[src/rtl/dl_agc_pkg.sv]
// Shared constants and helpers for the downlink per-carrier gain stage.
package dl_agc_pkg;

    // Input-to-output latency of the gain pipeline, in clocks.
    localparam int unsigned AGC_LAT = 4;

    // Unity gain for an unsigned Q2.(gw-2) gain word.
    function automatic int unsigned unity(input int unsigned gw);
        return 32'd1 << (gw - 2);
    endfunction

    // Symmetric saturation limits for a dw-bit signed sample.
    function automatic longint sat_max(input int unsigned dw);
        return (longint'(1) << (dw - 1)) - 1;
    endfunction

    function automatic longint sat_min(input int unsigned dw);
        return -sat_max(dw);
    endfunction

    // Index width for n slots, never less than one bit.
    function automatic int unsigned clog2(input int unsigned n);
        int unsigned w;
        w = 1;
        for (int i = 1; i < 32; i++) begin
            if ((32'd1 << w) < n) w = w + 1;
        end
        return w;
    endfunction

endpackage

[src/rtl/dl_tdl_agc_ramp_if.sv]
// Sample stream into and out of the gain stage, with its delay-matched sidebands.
interface dl_tdl_agc_ramp_if #(
    parameter int unsigned DW = 16
);
    logic            i_fram_hd;
    logic [2*DW-1:0] i_data;
    logic            i_data_valid;
    logic            i_ant8_sel;
    logic            o_fram_hd;
    logic            o_ant8_sel;
    logic            o_data_valid;
    logic [2*DW-1:0] o_data;
    logic            o_sat;

    // Upstream side (de-framer / bench) drives samples and observes results.
    modport master (
        output i_fram_hd, i_data, i_data_valid, i_ant8_sel,
        input  o_fram_hd, o_ant8_sel, o_data_valid, o_data, o_sat
    );

    // Gain stage side.
    modport slave (
        input  i_fram_hd, i_data, i_data_valid, i_ant8_sel,
        output o_fram_hd, o_ant8_sel, o_data_valid, o_data, o_sat
    );
endinterface

[src/rtl/dl_agc_mac.sv]
// One rail (I or Q): signed x unsigned multiply, round half-up, symmetric saturate.
// Covers S1 (product) and S2 (round/saturate); the output register lives in the top.
module dl_agc_mac
    import dl_agc_pkg::*;
#(
    parameter int unsigned DW = 16,
    parameter int unsigned GW = 16
) (
    input  logic                 clk_245,
    input  logic                 asy_rst,
    input  logic signed [DW-1:0] data_i,
    input  logic [GW-1:0]        gain_i,
    input  logic                 mute_i,
    output logic signed [DW-1:0] res_o,
    output logic                 sat_o
);
    localparam int unsigned PW = DW + GW + 1;
    localparam logic signed [PW-1:0] RndAdd  = PW'(unity(GW) >> 1);
    localparam logic signed [PW-1:0] SatMaxP = PW'(sat_max(DW));
    localparam logic signed [PW-1:0] SatMinP = PW'(sat_min(DW));

    logic signed [PW-1:0] data_ext;
    logic signed [PW-1:0] gain_ext;
    logic signed [PW-1:0] prod_q;
    logic                 mute1_q;
    logic signed [PW-1:0] rnd_sum;
    logic signed [PW-1:0] shifted;
    logic signed [DW-1:0] res_d;
    logic                 sat_d;
    logic signed [DW-1:0] res_q;
    logic                 sat_q;

    assign data_ext = {{(GW + 1){data_i[DW-1]}}, data_i};
    assign gain_ext = {{(DW + 1){1'b0}}, gain_i};

    // S1: full-width product; max gain ~4x cannot overflow PW bits.
    always_ff @(posedge clk_245 or negedge asy_rst) begin
        if (!asy_rst) begin
            prod_q  <= '0;
            mute1_q <= 1'b0;
        end else begin
            prod_q  <= data_ext * gain_ext;
            mute1_q <= mute_i;
        end
    end

    // S2 next-state: round half-up, rescale by unity, clamp to the symmetric range.
    always_comb begin
        rnd_sum = prod_q + RndAdd;
        shifted = rnd_sum >>> (GW - 2);
        res_d   = shifted[DW-1:0];
        sat_d   = 1'b0;
        if (mute1_q) begin
            res_d = '0;
        end else if (shifted > SatMaxP) begin
            res_d = SatMaxP[DW-1:0];
            sat_d = 1'b1;
        end else if (shifted < SatMinP) begin
            res_d = SatMinP[DW-1:0];
            sat_d = 1'b1;
        end
    end

    // S2 register.
    always_ff @(posedge clk_245 or negedge asy_rst) begin
        if (!asy_rst) begin
            res_q <= '0;
            sat_q <= 1'b0;
        end else begin
            res_q <= res_d;
            sat_q <= sat_d;
        end
    end

    assign res_o = res_q;
    assign sat_o = sat_q;
endmodule

[src/rtl/dl_tdl_agc_ramp.sv]
// Per-channel linear gain on TDM-interleaved I/Q with optional frame-synchronous ramping.
module dl_tdl_agc_ramp
    import dl_agc_pkg::*;
#(
    parameter int unsigned NCH       = 4,
    parameter int unsigned DW        = 16,
    parameter int unsigned GW        = 16,
    parameter int unsigned RAMP_STEP = 64
) (
    input  logic                clk_245,
    input  logic                asy_rst,
    dl_tdl_agc_ramp_if.slave    bus,
    input  logic [NCH*GW-1:0]   i_gain_tgt,
    input  logic                i_gain_upd,
    input  logic                i_ramp_en,
    input  logic                i_mute,
    output logic                o_ramp_busy
);
    localparam int unsigned SW = clog2(NCH);
    localparam logic [GW-1:0] Unity = GW'(unity(GW));
    localparam logic [GW-1:0] Step  = GW'(RAMP_STEP);

    logic [SW-1:0]      slot_q, slot_d, ch;
    logic [GW-1:0]      tgt_q [NCH];
    logic [GW-1:0]      cur_q [NCH];
    logic [GW-1:0]      cur_d [NCH];
    logic               busy_d;
    logic               hdr_step;
    logic [2*DW-1:0]    data_s0_q;
    logic [GW-1:0]      gain_s0_q;
    logic               mute_s0_q;
    logic [AGC_LAT-1:0] hd_sr_q, ant_sr_q, vld_sr_q;
    logic signed [DW-1:0] res_i, res_q;
    logic               sat_i, sat_q;
    logic [2*DW-1:0]    data_out_q;
    logic               sat_out_q;

    assign ch       = bus.i_fram_hd ? '0 : slot_q;
    assign hdr_step = bus.i_fram_hd & bus.i_data_valid;

    // Slot counter, current-gain update and busy compare.
    always_comb begin
        slot_d = slot_q;
        if (bus.i_data_valid) slot_d = (ch == SW'(NCH - 1)) ? '0 : ch + 1'b1;
        busy_d = 1'b0;
        for (int k = 0; k < NCH; k++) begin
            cur_d[k] = cur_q[k];
            if (!i_ramp_en) begin
                cur_d[k] = tgt_q[k];
            end else if (hdr_step) begin
                // Step toward the pre-update target without overshoot.
                if (cur_q[k] < tgt_q[k]) begin
                    cur_d[k] = (tgt_q[k] - cur_q[k] > Step) ? cur_q[k] + Step : tgt_q[k];
                end else if (cur_q[k] > tgt_q[k]) begin
                    cur_d[k] = (cur_q[k] - tgt_q[k] > Step) ? cur_q[k] - Step : tgt_q[k];
                end
            end
            if (cur_q[k] != tgt_q[k]) busy_d = 1'b1;
        end
    end

    // Gain control state.
    always_ff @(posedge clk_245 or negedge asy_rst) begin
        if (!asy_rst) begin
            slot_q      <= '0;
            o_ramp_busy <= 1'b0;
            for (int k = 0; k < NCH; k++) begin
                tgt_q[k] <= Unity;
                cur_q[k] <= Unity;
            end
        end else begin
            slot_q      <= slot_d;
            o_ramp_busy <= busy_d;
            for (int k = 0; k < NCH; k++) begin
                if (i_gain_upd) tgt_q[k] <= i_gain_tgt[k*GW +: GW];
                cur_q[k] <= cur_d[k];
            end
        end
    end

    // S0 capture (gain taken before any same-cycle update) and sideband delay lines.
    always_ff @(posedge clk_245 or negedge asy_rst) begin
        if (!asy_rst) begin
            data_s0_q <= '0;
            gain_s0_q <= '0;
            mute_s0_q <= 1'b0;
            hd_sr_q   <= '0;
            ant_sr_q  <= '0;
            vld_sr_q  <= '0;
        end else begin
            data_s0_q <= bus.i_data;
            gain_s0_q <= cur_q[ch];
            mute_s0_q <= i_mute;
            hd_sr_q   <= {hd_sr_q[AGC_LAT-2:0], bus.i_fram_hd};
            ant_sr_q  <= {ant_sr_q[AGC_LAT-2:0], bus.i_ant8_sel};
            vld_sr_q  <= {vld_sr_q[AGC_LAT-2:0], bus.i_data_valid};
        end
    end

    dl_agc_mac #(.DW(DW), .GW(GW)) u_mac_i (
        .clk_245 (clk_245),
        .asy_rst (asy_rst),
        .data_i  ($signed(data_s0_q[2*DW-1:DW])),
        .gain_i  (gain_s0_q),
        .mute_i  (mute_s0_q),
        .res_o   (res_i),
        .sat_o   (sat_i)
    );

    dl_agc_mac #(.DW(DW), .GW(GW)) u_mac_q (
        .clk_245 (clk_245),
        .asy_rst (asy_rst),
        .data_i  ($signed(data_s0_q[DW-1:0])),
        .gain_i  (gain_s0_q),
        .mute_i  (mute_s0_q),
        .res_o   (res_q),
        .sat_o   (sat_q)
    );

    // S3 output register: data holds on invalid slots, sat only flags valid samples.
    always_ff @(posedge clk_245 or negedge asy_rst) begin
        if (!asy_rst) begin
            data_out_q <= '0;
            sat_out_q  <= 1'b0;
        end else if (vld_sr_q[AGC_LAT-2]) begin
            data_out_q <= {res_i, res_q};
            sat_out_q  <= sat_i | sat_q;
        end else begin
            sat_out_q  <= 1'b0;
        end
    end

    assign bus.o_data       = data_out_q;
    assign bus.o_sat        = sat_out_q;
    assign bus.o_fram_hd    = hd_sr_q[AGC_LAT-1];
    assign bus.o_ant8_sel   = ant_sr_q[AGC_LAT-1];
    assign bus.o_data_valid = vld_sr_q[AGC_LAT-1];
endmodule

[src/flat_wrapper.sv]
// flat-port wrapper written by rule: the top's interface ports become plain ports
module dl_tdl_agc_ramp_flat import dl_agc_pkg::*;
#(
    parameter int unsigned NCH       = 4,
    parameter int unsigned DW        = 16,
    parameter int unsigned GW        = 16,
    parameter int unsigned RAMP_STEP = 64
)
  (clk_245, asy_rst, i_gain_tgt, i_gain_upd, i_ramp_en, i_mute, o_ramp_busy, bus_i_fram_hd, bus_i_data, bus_i_data_valid, bus_i_ant8_sel, bus_o_fram_hd, bus_o_ant8_sel, bus_o_data_valid, bus_o_data, bus_o_sat);
  dl_tdl_agc_ramp_if #(.DW(DW)) bus_i ();
  input  logic clk_245;
  input  logic asy_rst;
  input  logic [NCH*GW-1:0] i_gain_tgt;
  input  logic i_gain_upd;
  input  logic i_ramp_en;
  input  logic i_mute;
  output logic o_ramp_busy;
  input wire logic [$bits(bus_i.i_fram_hd)-1:0] bus_i_fram_hd;
  input wire logic [$bits(bus_i.i_data)-1:0] bus_i_data;
  input wire logic [$bits(bus_i.i_data_valid)-1:0] bus_i_data_valid;
  input wire logic [$bits(bus_i.i_ant8_sel)-1:0] bus_i_ant8_sel;
  output wire logic [$bits(bus_i.o_fram_hd)-1:0] bus_o_fram_hd;
  output wire logic [$bits(bus_i.o_ant8_sel)-1:0] bus_o_ant8_sel;
  output wire logic [$bits(bus_i.o_data_valid)-1:0] bus_o_data_valid;
  output wire logic [$bits(bus_i.o_data)-1:0] bus_o_data;
  output wire logic [$bits(bus_i.o_sat)-1:0] bus_o_sat;
  assign bus_i.i_fram_hd = bus_i_fram_hd;
  assign bus_i.i_data = bus_i_data;
  assign bus_i.i_data_valid = bus_i_data_valid;
  assign bus_i.i_ant8_sel = bus_i_ant8_sel;
  assign bus_o_fram_hd = bus_i.o_fram_hd;
  assign bus_o_ant8_sel = bus_i.o_ant8_sel;
  assign bus_o_data_valid = bus_i.o_data_valid;
  assign bus_o_data = bus_i.o_data;
  assign bus_o_sat = bus_i.o_sat;
  dl_tdl_agc_ramp #(.NCH(NCH), .DW(DW), .GW(GW), .RAMP_STEP(RAMP_STEP)) u_core (.clk_245(clk_245), .asy_rst(asy_rst), .bus(bus_i), .i_gain_tgt(i_gain_tgt), .i_gain_upd(i_gain_upd), .i_ramp_en(i_ramp_en), .i_mute(i_mute), .o_ramp_busy(o_ramp_busy));
endmodule
[config.mk]
export PLATFORM = sky130hd
export DESIGN_NAME = dl_tdl_agc_ramp_flat
export DESIGN_NICKNAME = d
export VERILOG_FILES = /design/src/rtl/dl_agc_pkg.sv /design/src/rtl/dl_tdl_agc_ramp_if.sv /design/src/rtl/dl_agc_mac.sv /design/src/rtl/dl_tdl_agc_ramp.sv /design/src/flat_wrapper.sv
export SDC_FILE = /design/constraint.sdc
export NUM_CORES = 2
export LEC_CHECK = 0
export ABC_AREA = 1
export ABC_CLOCK_PERIOD_IN_PS = 12000
export CAP_MARGIN = 20
export CORE_ASPECT_RATIO = 1.5
export CORE_MARGIN = 2
export CORE_UTILIZATION = 60
export CTS_BUF_LIST = sky130_fd_sc_hd__clkbuf_4 sky130_fd_sc_hd__clkbuf_8 sky130_fd_sc_hd__clkbuf_16
export DETAILED_ROUTE_END_ITERATION = 8
export PLACE_DENSITY = 0.87
export SYNTH_ARGS = -nofsm -noshare
export SYNTH_HDL_FRONTEND = slang
export SYNTH_SLANG_ARGS = --single-unit
export TNS_END_PERCENT = 100
[constraint.sdc]
create_clock -name clk_245 -period 12 [get_ports clk_245]
set_input_delay 2.4 -clock clk_245 [delete_from_list [all_inputs] [get_ports clk_245]]
set_output_delay 2.4 -clock clk_245 [all_outputs]
set_load 0.02 [all_outputs]
==> Word-level counts from Yosys, hierarchy flattened <==
Index checks and enable logic that the tools add are counted.
{ "classes": {"addsub": 19, "multipliers": 2, "order_cmp": 21, "eq_ne": 10, "mux": 46, "bitwise": 3, "reduce_logical": 4} }
{ "ops": {"columns": ["op", "n"], "rows": [
  ["$mux 16", 32],
  ["$gt 16x7->1 const B", 8],
  ["$sub 16x16->16", 8],
  ["$add 33x15->33 const B", 2],
  ["$mul 16x17->33", 2],
  ["$add 16x7->16 const B", 4],
  ["$gt 16x16->1", 4],
  ["$lt 16x16->1", 4],
  ["$ne 16x16->1", 4],
  ["$sub 16x7->16 const B", 4],
  ["$gt 19x16->1 const B", 2],
  ["$lt 19x16->1 const B", 2],
  ["$bmux 16 s2", 1],
  ["$ne 3x1->1 const B", 4],
  ["$mux 1", 11],
  ["$reduce_and 2->1", 4],
  ["$mux 2", 2],
  ["$ge 3x3->1 const B", 1],
  ["$not 2->3", 1],
  ["$add 2x1->2 const B", 1],
  ["$eq 2x2->1 const B", 1],
  ["$ne 2x1->1 const B", 1],
  ["$and 1x1->1", 1],
  ["$or 1x1->1", 1]
]} }
{ "totals": {"reg_bits": 326, "input_bits": 104, "output_inout_bits": 37, "elab_cells": 130} }

==> Longest topological paths before layout <==
{ "depth": {"ltp_word": 7, "depth_mapped": 27, "depth_no_buf": 25} }

==> Cells and area by module <==
Synthesis repeated with hierarchy kept, for this count alone.
{ "unflattened": {"cells_unflattened": 5842, "hier_area_um2": 41001.8} }
{ "by_module_without_submodules": {"columns": ["mod", "n_inst", "cells_each", "area_each_um2", "seq_area_each_um2"], "rows": [
  ["dl_tdl_agc_ramp", 1, 2986, 19383.6, 5640.4],
  ["dl_agc_mac at u_core.u_mac_i", 1, 1427, 10820.4, 950.9],
  ["dl_agc_mac at u_core.u_mac_q", 1, 1429, 10797.9, 950.9]
]} }

==> Worst setup path before layout <==
OpenSTA, ideal clock, no wires.
{ "synth_timing": {"kind": "flip-flop to flip-flop", "startpoint": "reg u_core.data_s0_q[7]", "endpoint": "reg u_core.u_mac_q.prod_q[32]", "setup_time_ns": 0.117, "arrival_time_ns": 5.466, "required_time_ns": 11.883, "setup_slack_ns": 6.417, "stages_incl_launch_ff": 23, "path_buffers": 2, "cell_sequence": "dfrtp_1 clkbuf_1 clkbuf_1 nand2_1 fa_1 fa_1 inv_1 fa_1 fa_1 fa_1 inv_1 fa_1 inv_1 ha_1 a21oi_1 o21a_1 nor2_1 nor2_1 nor3_1 a2111oi_0 nand2_1 nand2_1 nand2_1"} }
{ "synth_via": {"elab_chain_cells": 1} }
{ "synth_lines": {"columns": ["item", "line_no", "rtl"], "rows": [
  ["start, declared", "dl_tdl_agc_ramp.sv:29", "logic [2*DW-1:0] data_s0_q;"],
  ["start signal, assigned", "dl_tdl_agc_ramp.sv:91", "data_s0_q <= bus.i_data;"],
  ["$mul 16x17->33", "dl_agc_mac.sv:42", "prod_q <= data_ext * gain_ext;"],
  ["end signal, assigned", "dl_agc_mac.sv:42", null],
  ["end, declared", "dl_agc_mac.sv:24", "logic signed [PW-1:0] prod_q;"]
]} }
Every way passes these cells.
A chain may end at the register's enable or synchronous reset.

==> Worst setup path after layout <==
{ "layout_timing": {"startpoint": "reg u_core.gain_s0_q[9]", "endpoint": "reg u_core.u_mac_q.prod_q[31]"} }
{ "layout_via": {"elab_chain_cells": 1} }
{ "layout_lines": {"columns": ["item", "line_no", "rtl"], "rows": [
  ["start, declared", "dl_tdl_agc_ramp.sv:30", "logic [GW-1:0] gain_s0_q;"],
  ["start signal, assigned", "dl_tdl_agc_ramp.sv:92", "gain_s0_q <= cur_q[ch];"],
  ["$mul 16x17->33", "dl_agc_mac.sv:42", null]
]} }
Every way passes these cells.

==> flow_metrics.tcl <==
set metrics [dict create \
    overflow 0 \
    crit_required_ns 12.46 \
    path_max_fanout 18 \
    synth_seq_cells 300 \
    final_common_cell "nand2_1" \
    final_hold_viol_count 0 \
    grt_max_degree 84 \
    die_w_um 216 \
    route.detailed.drc 0 \
    layout_common_cells "nand2_1, inv_1, fa_1, ha_1, nand3_1" \
    async_flop_share 1.00 \
    pin_count 141 \
    syn_inst 5668 \
    cts-resized-gates 0 \
    drtAntennaViolNets 0 \
    post_drt_wl_per_cell_um 17.4 \
    grt_first_pass_wirelength_um 185000 \
    synth-edff-count 0 \
    vias_per_cell 5.59 \
    cts_setup_buffers 0 \
    dr_wl_met3_um 8180 \
    place.gp.congestion 0.989 \
    fin_crit_sh 0.522 \
    ys.flop_type "dfrtp_1" \
    hp-class "register to register" \
    tritoncts "built" \
    worstPathArrival_ns 6.71 \
    track_usage 0.332 \
    max_cap_viol_count 0 \
    final_nets 6547 \
    fmax_ghz 0.160 \
    worstMarginPinSlew_ns 0.964 \
    antenna_found_initial 2 \
    final_max_slew_viol_count 0 \
    ys_warn_count 0 \
    cts.sinks 300 \
    area_delta_synth_final_pct 7.89 \
    clk_path_buf_depth 3 \
    syn-cell-area_um2 40500 \
    die_h_um 322 \
    status "complete, no violations" \
    coreArea_um2 66800 \
    highest_layer "met5" \
    rsz0062_at_grt "false" \
    cts.htree.levels 2 \
    diodes 0 \
    synth_nets 6534 \
    clock-root-buffer "clkbuf_16" \
    finalSetupViolCount 0 \
    period_needed_ns 6.26 \
    yosys.cell_types.count 60 \
    io_buffers 140 \
    drive_gt1_frac 0.0538 \
    grt_pass1_vias 38144 \
    dr.pass1.iters 6 \
    vias 36883 \
    critPathKind "register to register" \
    endpoint_kind "register" \
    dp_hpwl_um 89400 \
    finClkSkew_ns 0.0399 \
    wl_met2_um 58700 \
    initial_utilization 0.607 \
    ctsHoldBuffers 0 \
    cts_buffers 36 \
    die-area_um2 69700 \
    insertion_delay_ns 0.60 \
    drtIter0Drc 2808 \
    wl_met1_um 38700 \
    routed_wirelength_um 114000 \
    clkTransAtPathRegs_ns 0.06 \
    seq_area_frac_synth 0.185 \
    relSlewSlack 0.357 \
    startpoint_type "register" \
    avgSynthCellArea_um2 7.15 \
    rows 116 \
    fin_setup_tns_ns 0 \
]
-- cell type report --
type | instances | area [um^2]
Multi-Input combinational cell | 3934 | 27600
Tap cell | 885 | 1110
Timing Repair Buffer | 166 | 1610
Fill cell | 5700 | 23000
Inverter | 1243 | 4670
Clock buffer | 48 | 1060
Sequential cell | 300 | 7520
Clock inverter | 17 | 219
-- cells in the mapped netlist, types with 43 or more instances --
library cell | count | area (um^2)
a21oi_1 | 211 | 1060
clkbuf_1 | 152 | 571
dfrtp_1 | 292 | 7310
fa_1 | 390 | 7810
ha_1 | 372 | 4650
inv_1 | 1205 | 4520
nand2_1 | 1716 | 6440
nand2_2 | 43 | 269
nand3_1 | 361 | 1810
nand4_1 | 65 | 407
nor2_1 | 174 | 653
nor3_1 | 53 | 265
o21ai_0 | 155 | 776
xor2_1 | 119 | 1040
-- routing by layer --
layer / vias up / GRT usage
met5: - / 0
met2: 1801 / 0.606
li1: 17227 / -
met4: 2 / 0.234
met1: 17285 / 0.349
met3: 568 / 0.0483
-- worst paths after layout --
check,startpoint,to,slack (ns),cells past startpoint
max,u_core.gain_s0_q[9]$_DFF_PN0_,u_core.u_mac_q.prod_q[31]$_DFF_PN0_,5.74,21
min,u_core.hd_sr_q[0]$_DFF_PN0_,u_core.hd_sr_q[1]$_DFF_PN0_,0.34,0
max reg2reg,u_core.gain_s0_q[9]$_DFF_PN0_,u_core.u_mac_q.prod_q[31]$_DFF_PN0_,5.74,21
min reg2reg,u_core.hd_sr_q[0]$_DFF_PN0_,u_core.hd_sr_q[1]$_DFF_PN0_,0.34,0
max in group asynchronous,asy_rst,u_core.data_s0_q[17]$_DFF_PN0_,7.81,3
min in group asynchronous,asy_rst,u_core.u_mac_q.res_o[9]$_DFF_PN0_,1.81,1
-- registers in the layout, summed over array words and instances (netlist names) --
signal,flops
u_core.u_mac_q.prod_q,20
u_core.bus.o_data,32
u_core.u_mac_i.prod_q,20
u_core.ant_sr_q,4
u_core.u_mac_q.res_o,16
u_core.vld_sr_q,4
u_core.slot_q,2
u_core.o_ramp_busy,1
u_core.u_mac_i.mute1_q,1
u_core.hd_sr_q,4
u_core.bus.o_sat,1
u_core.u_mac_i.sat_o,1
u_core.mute_s0_q,1
u_core.tgt_q,64
u_core.data_s0_q,32
u_core.u_mac_i.res_o,16
u_core.gain_s0_q,16
u_core.u_mac_q.sat_o,1
u_core.cur_q,64
-- worst max-delay path, stage by stage (launching register included) --
cell and delay [ns]:
dfrtp_1 0.70, buf_4 0.35, nand2_1 0.07, inv_1 0.10, fa_1 0.42, inv_1 0.11
fa_1 0.43, fa_1 0.51, inv_1 0.06, fa_1 0.50, fa_1 0.58, inv_1 0.06
fa_1 0.54, inv_1 0.05, ha_1 0.35, a21oi_1 0.19, o21ai_0 0.10, a21oi_1 0.12
nand2_1 0.13, a21boi_0 0.39, o21ai_0 0.18, xor2_1 0.18
-- stage by stage --
stage               cells  utilization  hold slack [ns]  setup WS [ns]  area, um^2
CTS                  6591        0.655            0.349           5.66       43700
detailed placement   6526        0.636            0.336           5.69       42400
finish               6593        0.655            0.336           5.74       43700
global placement     6526        0.636            0.333           5.85       42400
global route         6593        0.655            0.352           5.40       43700
floorplan            5668            -            0.331           6.42       40500
-- cell families (layout without fill, tap and decap cells) --
family | count (synthesis) | in the layout | share of synthesized area
buffers and inverters | 1434 | 1474 | 0.135
adder cells (fa/ha/maj) | 762 | 762 | 0.307
AO/OA/AOI/OAI | 472 | 472 | 0.0646
AND/OR/NAND/NOR | 2526 | 2526 | 0.268
XOR/XNOR | 142 | 142 | 0.0307
flip-flops | 300 | 300 | 0.185
multiplexers | 32 | 32 | 0.00889
Power is not shown: default switching activity piles up to over one toggle a cycle in this logic, so the estimate is an artifact.
